<file path="config.mk">
export PLATFORM = sky130hd
export DESIGN_NAME = alu_issue_ctrl
export DESIGN_NICKNAME = d
export VERILOG_FILES = /design/src/rtl/alu_issue_ctrl.sv
export SDC_FILE = /design/constraint.sdc
export NUM_CORES = 1
export LEC_CHECK = 0
export BUFFER_PORTS_ARGS = -buffer_cell sky130_fd_sc_hd__buf_2
export CAP_MARGIN = 10
export CORE_AREA = 2 2 82 84
export DETAILED_ROUTE_END_ITERATION = 6
export DIE_AREA = 0 0 84 86
export PLACE_DENSITY = 0.77
export SLEW_MARGIN = 15
export SYNTH_ARGS = -nofsm -noshare
export SYNTH_HDL_FRONTEND = slang
export SYNTH_SLANG_ARGS = --single-unit
</file>
<file path="constraint.sdc">
create_clock -name clk -period 2.6 [get_ports clk]
set_clock_uncertainty 0.15 [all_clocks]
set_input_delay 0.65 -clock clk [delete_from_list [all_inputs] [get_ports clk]]
set_output_delay 0.65 -clock clk [all_outputs]
set_load 0.01 [all_outputs]
</file>
<file path="src/rtl/alu_issue_ctrl.sv">
// -----------------------------------------------------------------------------
// alu_issue_ctrl
//
// Purpose:
//   Issues one instruction at a time to an external combinational ALU from a
//   four-entry register file. It runs a three-state sequence:
//     IDLE - accept an instruction and capture its source operands.
//     EXEC - present the operands to the ALU and capture its result.
//     WB   - write the result back, update zero_flag, and pulse done.
//   The register file can also be loaded directly at any time and read
//   combinationally for debug.
//
// Ports:
//   clk          in   1       rising-edge clock
//   rst          in   1       asynchronous active-high reset
//   instr_valid  in   1       instruction offered
//   instr        in   8       [7:6] op, [5:4] rd, [3:2] rs1, [1:0] rs2
//   instr_ready  out  1       high only in IDLE
//   ld_en        in   1       direct register load strobe
//   ld_addr      in   2       load target register
//   ld_data      in   DATA_W  load value
//   rd_addr      in   2       debug read select
//   rd_data      out  DATA_W  combinational reg[rd_addr]
//   alu_a        out  DATA_W  ALU source 1 (zero outside EXEC)
//   alu_b        out  DATA_W  ALU source 2 (zero outside EXEC)
//   alu_ctrl     out  3       ALU function select (000 outside EXEC)
//   alu_result   in   DATA_W  ALU result
//   alu_zero     in   1       ALU zero flag
//   done         out  1       one-cycle retire pulse
//   zero_flag    out  1       zero flag of the last retired instruction
// -----------------------------------------------------------------------------
module alu_issue_ctrl #(
  parameter int DATA_W = 8
) (
  input  logic              clk,
  input  logic              rst,
  input  logic              instr_valid,
  input  logic [7:0]        instr,
  output logic              instr_ready,
  input  logic              ld_en,
  input  logic [1:0]        ld_addr,
  input  logic [DATA_W-1:0] ld_data,
  input  logic [1:0]        rd_addr,
  output logic [DATA_W-1:0] rd_data,
  output logic [DATA_W-1:0] alu_a,
  output logic [DATA_W-1:0] alu_b,
  output logic [2:0]        alu_ctrl,
  input  logic [DATA_W-1:0] alu_result,
  input  logic              alu_zero,
  output logic              done,
  output logic              zero_flag
);

  typedef enum logic [1:0] {
    IDLE = 2'd0,
    EXEC = 2'd1,
    WB   = 2'd2
  } state_t;

  state_t            r_state;
  logic [DATA_W-1:0] r_regs [4];
  logic [1:0]        r_rd;
  logic [DATA_W-1:0] r_a_q;
  logic [DATA_W-1:0] r_b_q;
  logic [2:0]        r_ctrl;
  logic [DATA_W-1:0] r_res_q;
  logic              r_z_q;
  logic              r_zero_flag;
  logic              r_done;
  logic              r_ready;

  logic [1:0]        w_op;
  logic [1:0]        w_rd;
  logic [1:0]        w_rs1;
  logic [1:0]        w_rs2;
  logic              w_accept;

  // Opcode to ALU function select.
  function automatic logic [2:0] map_op(input logic [1:0] op);
    case (op)
      2'b00:   map_op = 3'b000;  // add
      2'b01:   map_op = 3'b010;  // sub
      2'b10:   map_op = 3'b100;  // and
      default: map_op = 3'b101;  // or
    endcase
  endfunction

  assign w_op     = instr[7:6];
  assign w_rd     = instr[5:4];
  assign w_rs1    = instr[3:2];
  assign w_rs2    = instr[1:0];
  assign w_accept = instr_valid && r_ready;

  always_ff @(posedge clk or posedge rst) begin
    if (rst) begin
      r_state     <= IDLE;
      for (int i = 0; i < 4; i++) r_regs[i] <= '0;
      r_rd        <= '0;
      r_a_q       <= '0;
      r_b_q       <= '0;
      r_ctrl      <= '0;
      r_res_q     <= '0;
      r_z_q       <= 1'b0;
      r_zero_flag <= 1'b0;
      r_done      <= 1'b0;
      r_ready     <= 1'b1;
    end else begin
      r_done <= 1'b0;

      // Direct load first, so a write-back to the same register later in this
      // block overrides it.
      if (ld_en) r_regs[ld_addr] <= ld_data;

      case (r_state)
        // Stage boundary: accept and capture operands from pre-edge registers.
        IDLE: begin
          if (w_accept) begin
            r_rd    <= w_rd;
            r_a_q   <= r_regs[w_rs1];
            r_b_q   <= r_regs[w_rs2];
            r_ctrl  <= map_op(w_op);
            r_ready <= 1'b0;
            r_state <= EXEC;
          end
        end

        // Stage boundary: capture the ALU result; the operand latches double
        // as the registered ALU drive, so they are cleared on leaving EXEC.
        EXEC: begin
          r_res_q <= alu_result;
          r_z_q   <= alu_zero;
          r_a_q   <= '0;
          r_b_q   <= '0;
          r_ctrl  <= '0;
          r_state <= WB;
        end

        // Stage boundary: retire.
        WB: begin
          r_regs[r_rd] <= r_res_q;
          r_zero_flag  <= r_z_q;
          r_done       <= 1'b1;
          r_ready      <= 1'b1;
          r_state      <= IDLE;
        end

        default: begin
          r_ready <= 1'b1;
          r_state <= IDLE;
        end
      endcase
    end
  end

  assign instr_ready = r_ready;
  assign rd_data     = r_regs[rd_addr];
  assign alu_a       = r_a_q;
  assign alu_b       = r_b_q;
  assign alu_ctrl    = r_ctrl;
  assign done        = r_done;
  assign zero_flag   = r_zero_flag;

endmodule
</file>
; ---- Yosys cells after proc, flatten, opt, wreduce, memory -nomap -nowiden
; Cells that the tools add are included.
[totals]
register_bits = 67
out_inout_bits = 30
[classes]
magnitude_cmp = 7
n_eq_ne = 5
mux = 29
n_bitwise = 6
reduce_logical = 9
[ops]
columns = cell, count
row1 = 8-bit two-way mux, 10
row2 = 32-bit bitwise mux, 2
row3 = 32-bit two-way mux, 2
row4 = 8-bit binary-select mux with 2-bit select, 3
row5 = 8-bit demux with 2-bit select, 2
row6 = 8-bit case mux with 2 select lines, 2
row7 = 3-bit greater-or-equal comparator (second input constant), 5
row8 = 2-bit NOT with 3-bit output, 5
row9 = 3-bit case mux with 3 select lines, 1
row10 = 3-bit by 1-bit < comparator with 1-bit output (second input constant), 2
row11 = 3-bit case mux with 2 select lines, 1
row12 = 2-bit AND reduction, 3
row13 = 2-bit by 1-bit equality test with 1-bit output (second input constant), 2
row14 = 2-bit equality test (second input constant), 2
row15 = 2-bit logical NOT, 2
row16 = 2-bit case mux with 2 select lines, 1
row17 = 1-bit logical AND, 3
row18 = 3-bit two-way mux, 1
row19 = 1-bit two-way mux, 2
row20 = 2-bit two-way mux, 1
row21 = 2-bit inequality test (second input constant), 1
row22 = 1-bit case mux with 2 select lines, 1
row23 = 2-bit nonzero test, 1
row24 = 1-bit NOT, 1

; ---- Longest topological paths before layout
; Gate-level depths: netlist of the first run.
[depth]
depth_word = 9
ltp_mapped = 6

; ---- Least setup slack after synthesis of the first run
; OpenSTA, ideal clock, no wires.
[synth_timing]
kind = input-to-output
start = input port rd_addr[0]
end = output port rd_data[0]
t_arrival_ns = 1.428
path_slack_ns = 0.372
stages = 2
path_buffers = 1
cell_sequence = buf_2 mux4_2
[synth_via]
elab_chain_len = 4
[synth_rtl]
columns = item, line_no
row1 = "start, declared", 43  ; input logic [1:0] rd_addr,
row2 = 2-bit NOT with 3-bit output (implied by the code), 156  ; assign rd_data = r_regs[rd_addr];
row3 = 8-bit binary-select mux with 2-bit select, 156
row4 = 8-bit two-way mux (implied by the code) (2 in a row), 156
row5 = "end, declared", 44  ; output logic [DATA_W-1:0] rd_data,
; No other way between the ends. The select of a mux whose other input is x is not followed.

; ---- Worst setup path in the final report of the first run
; Same ends and word-level chain as after synthesis.

==> results.md, run 1 <==
- Max Clk Rate: 411.3 MHz
- Async SR Flop Fraction: 100.0%
- Flops & latches, synth: 67
- Ys Warns: 0
- Min Tclk post-route: 2432 ps
- Die Height: 86 um
- Post-CTS setup repair buffer count: 0
- First-pass GRT wire length: 11610 um
- Final setup viols: 0
- Area fraction of the dominant cell type after synthesis: 48.94%
- Worst Setup End Kind: output pin
- Clk root buf: clkbuf_8
- Vias post-DR: 2342
- Leak: 1.833 nW
- Die span in x: 84 um
- Worst slew pin tran: 662.0 ps
- R2r worst-path depth: 3
- Initial antenna violation count: 0
- Switching Share: 34.55%
- Grt total ovfl: 0
- Register area: 1678 um^2
- Commonest non-fill, non-tap cell in the layout: dfrtp_1
- End point of the critical path: rd_data[0]
- Worst-path fanout max: 8
- Share of cells above drive strength 1: 38.75%
- Cells after synthesis: 257
- Clock slew at reported path FFs: 70 ps
- Max_cap viols: 0
- Nets: 348
- Row cnt: 29
- Ys flop type: dfrtp_1
- Gate power share: 33.4%
- Power share of the clock group: 20.1%
- Sequential element share of the synthesized area: 49.72%
- Commonest non-fill, non-tap cells in the layout: dfrtp_1, buf_2, mux2i_1, nand2_1, mux4_2
- Synth cell types: 29
- Routed Antenna Nets: 0
- Worst hold slack: 168.4 ps
- Int Pwr: 2.940 mW
- Period utilization: 93.52%
- Die area: 7224 um^2
- P_sw: 1.552 mW
- Setup TNS: 0 ps
- Top Usage Layer GRT: met2
- GR Layer Usage met3: 4.042%
- P per Cell Area: 1142 nW/um^2
- Setup crit start kind: input port
- Largest net degree at the start of global routing: 48
- Gpl congestion: 0.7920
- Met1 usage: 28.27%
- Total track usage: 20.73%
- Peak supply drop: 0.0005552 V
- Routed wire length per instance: 17.90 um
- CTS-repair resized insts: 0
- RSZ-0062 raised after global routing: no
- Post-DP HPWL: 5406 um
- Syn Nets: 290
- Starting DRC count in detailed routing: 119
- IO Port Bufs: 62
- Fill cell count: 486
- Slew Limit Fails: 0
- Post-synth EDFFs: 0
- Clock Latency Late Sink: 330 ps
- Starting Density: 53.76%
- Met2 Use GR: 32.36%
- Clock sink total: 67
- Final Hold Fails: 0
- Pre-CTS setup slack: 158.5 ps
- TritonCTS clock tree: yes
- CP Class: in2out
- Htree depth: 3
- Slack of the worst reg-to-reg path: 910 ps
- N_diodes: 0
- Detailed-router iteration count before antenna repair: 4
- Number of remaining DRC errors: 0
- WL final: 7106 um
- Worst Setup SP: rd_addr[0]
- Area grow syn2layout: 16.57%
- Vias per cell: 5.899
- Leading area contributor after synthesis: dfrtp_1
- Crit path DAT: 1630 ps
- Avg Synthesized Cell Area: 13.13 um^2
- FF-to-FF End: r_regs[5]
- CTS Hold Bufs: 0
- CTS max path bufs: 2
- Area of the multi-input gates: 1583 um^2
- Ports: 63
- Area of the core: 6277 um^2
- Hold/Removal Path Class: in2async
- Worst EP required: 1800 ps
- Critical R2R Launch: r_state[0]
- Inserted Clock Buffers: 9
- Final Worst Setup Slack: 168.4 ps
- Status: completed
- Max-slew headroom: 55.68%
- Vias in the first global route: 2282
- Register share of total power: 46.5%
- Synth top area cells: dfrtp_1, mux4_2, mux2i_1
- Post-Syn Area: 3374 um^2
==> power groups by stage <==
| stage | Sequential (mW) | Clock, mW | Combinational (mW) |
|---|---|---|---|
| 2_1_floorplan | 1.94 | 0 | 1.13 |
| 3_3_place_gp | 2.01 | 0 | 1.45 |
| 3_5_place_dp | 2.08 | 0 | 1.52 |
| 4_1_cts | 2.07 | 0.921 | 1.52 |
| 5_1_grt | 2.16 | 0.980 | 1.63 |
| 6_report | 2.09 | 0.905 | 1.50 |
==> state kept, by name (all words and copies together) (netlist names), 2 cells and up <==
name      cells
r_regs       32
alu_a         8
alu_b         8
r_res_q       8
alu_ctrl      3
r_rd          2
r_state       2
==> final cells by class <==
class / count / area share, %
Clock inverter: 4 / 1.209
Sequential cell: 67 / 42.65
Tap cell: 77 / 2.449
Multi-Input combinational cell: 169 / 40.24
Timing Repair Buffer: 67 / 9.160
Clock buffer: 12 / 4.198
Inverter: 1 / 0.09542
==> per-layer routing <==
metal | share of wire [%] | vias to the layer above
li1 | - | 1082
met1 | 44 | 1169
met2 | 48 | 73
met3 | 5.0 | 18
met4 | 2.4 | 0
met5 | 0 | -
==> synthesized netlist by cell type (all sizes together) (2+ instances only) <==
library cell and number:
mux4 24, nor2 10, and4bb 3, a22o 16
nand2 26, o21ai 25, dfrtp 66, mux2i 32
buf 18, a21oi 9, mux2 12, nor2b 2
clkbuf 2, nand3b 2
==> critical path, stage by stage <==
cell	delay (ps)
buf_2	250
mux4_2	570
buf_2	160
==> through the flow <==
step                instances  area [um^2]  total power [mW]  util, %
finish                    397         3934             4.492    62.67
global route              397         3934             4.768    62.67
CTS                       397         3934             4.510    62.67
detailed placement        381         3721             3.598    59.28
global placement          381         3721             3.469    59.28
floorplan                 257         3374             3.070        -
==> worst min path at each step <==
stage	slack, ps	to	startpoint
6_report	170	alu_ctrl[0]	rst
5_1_grt	190	alu_ctrl[0]	rst
4_1_cts	170	alu_ctrl[0]	rst
3_5_place_dp	330	alu_ctrl[1]	alu_ctrl[1]
3_3_place_gp	320	alu_ctrl[0]	alu_ctrl[0]
2_1_floorplan	320	r_z_q	r_z_q
==> cells by family (layout without fill, tap and decap cells) <==
family                 count (synthesis)  in the layout  share of synthesized area, %
AO/OA/AOI/OAI                         52             52                         9.751
flip-flops                            67             67                         49.72
multiplexers                          68             68                         29.51
buffers and inverters                 21             84                         3.374
AND/OR/NAND/NOR                       49             49                         7.638
No activity file was read; power rests on OpenSTA's default activity.
==> inputs of run 2 (changes only) <==
- BUFFER_PORTS_ARGS: -buffer_cell sky130_fd_sc_hd__buf_2 -> -buffer_cell sky130_fd_sc_hd__buf_4
- CTS_CLUSTER_SIZE: unset -> 12
==> results.md, run 2 (synthesized netlist as in run 1, its figures left out) <==
- Period utilization: 89.46%
- Share of cells above drive strength 1: 38.56%
- Commonest non-fill, non-tap cells in the layout: dfrtp_1, buf_4, mux2i_1, nand2_1, mux4_2
- Worst Setup SP: rd_addr[0]
- Slack of the worst reg-to-reg path: 900 ps
- Row cnt: 29
- Starting DRC count in detailed routing: 92
- Final Hold Fails: 0
- Stages on worst setup path: 3
- IO Port Bufs: 62
- Setup crit start kind: input port
- Clock sink total: 67
- Max-slew headroom: 55.51%
- Total chip power: 4.538 mW
- Slew Limit Fails: 0
- Fill cell count: 494
- Crit path DAT: 1530 ps
- Initial antenna violation count: 0
- P per Cell Area: 1117 nW/um^2
- Detailed-router iteration count before antenna repair: 4
- Number of remaining DRC errors: 0
- Finished Core Util: 64.70%
- R2r worst-path depth: 3
- RSZ-0062 raised after global routing: no
- Pre-CTS setup slack: 269.9 ps
- Starting Density: 53.76%
- CP top delay family: multiplexers
- Vias per cell: 5.722
- Worst hold slack: 168.5 ps
- Worst Setup End Kind: output pin
- CTS Hold Bufs: 0
- Die span in x: 84 um
- Worst-path fanout max: 8
- Peak supply drop: 0.0005603 V
- Final Worst Setup Slack: 274.0 ps
- Htree depth: 3
- Largest net degree at the start of global routing: 48
- WP buf/inv: 2
- Routed Antenna Nets: 0
- Layout Cells excl Fill: 396
- Max Clk Rate: 429.9 MHz
- Clock slew at reported path FFs: 70 ps
- WL final: 6985 um
- TritonCTS clock tree: yes
- Clk root buf: clkbuf_8
- Critical R2R Launch: r_state[0]
- Routed wire length per instance: 17.64 um
- Max reg flops: 32
- Gpl congestion: 0.8490
- Placed Area: 3869 um^2
- Max_cap viols: 0
- Final setup viols: 0
- N_diodes: 0
- Vias post-DR: 2266
- First-pass GRT wire length: 11690 um
- Clock Latency Late Sink: 340 ps
- Area of the core: 6277 um^2
- Final Cell Area: 4061 um^2
- Commonest non-fill, non-tap cell in the layout: dfrtp_1
- CTS-repair resized insts: 0
- Critical Path, Cell by Cell: buf_4 -> mux4_2 -> buf_4
- Leak: 1.857 nW
- Grt total ovfl: 0
- Die Height: 86 um
- CTS max path bufs: 2
- Inserted Clock Buffers: 9
- Slowest cell on crit path: mux4_2
- Die area: 7224 um^2
- Worst EP required: 1800 ps
- Post-CTS setup repair buffer count: 0
- CP dominant cell by count: buf_4
- Vias in the first global route: 2262
- Hold/Removal Path Class: in2async
- Worst slew pin tran: 664.5 ps
- Nets: 347
- Setup TNS: 0 ps
- Ports: 63
- Status: completed
- Largest Register: r_regs
- Min Tclk post-route: 2326 ps
- CP Class: in2out
- Delay of the slowest cell on the worst path: 530 ps
- Post-DP HPWL: 5327 um
- Total track usage: 20.98%
- Placed cell count: 380
- Area grow syn2layout: 20.36%
## run 2: changes by cell type in the layout (fill, tap and decap cells not counted)
cell / change
clkinv_2: +1
clkinv_4: +1
clkbuf_8: -3
buf_2: -62
buf_4: +61
clkinvlp_4: +1
## run 2: path summary, 6_finish.rpt
kind / endpoint
worst max-delay path: rd_data[6]
worst min-delay path: alu_ctrl[0]
max in group asynchronous: r_res_q[0]
worst min register to register: alu_ctrl[0]
min in group clk: alu_ctrl[1]
worst max register to register: r_regs[1]
## run 2: cell type report
class                           instances  area [um^2]  share of cell area [%]
Multi-Input combinational cell        169         1583                   38.97
Tap cell                               77        96.34                   2.372
Timing Repair Buffer                   66        508.0                   12.51
Clock inverter                          7        68.82                   1.694
Clock buffer                            9        123.9                   3.050
Sequential cell                        67         1678                   41.31
Inverter                                1        3.754                 0.09242
## run 2: where the power goes
part	total (mW)	switching, mW	internal [mW]
Combinational	1.62	0.619	0.999
Clock	0.839	0.401	0.439
Sequential	2.08	0.539	1.54
## run 2: layer usage
| layer | GRT usage [%] | vias to the layer above | routed length, um |
|---|---|---|---|
| met1 | 31.40 | 1102 | 3367 |
| met4 | 10.70 | 0 | 153 |
| met5 | 0 | - | 0 |
| li1 | - | 1080 | - |
| met2 | 30.33 | 72 | 3204 |
| met3 | 2.791 | 12 | 259 |
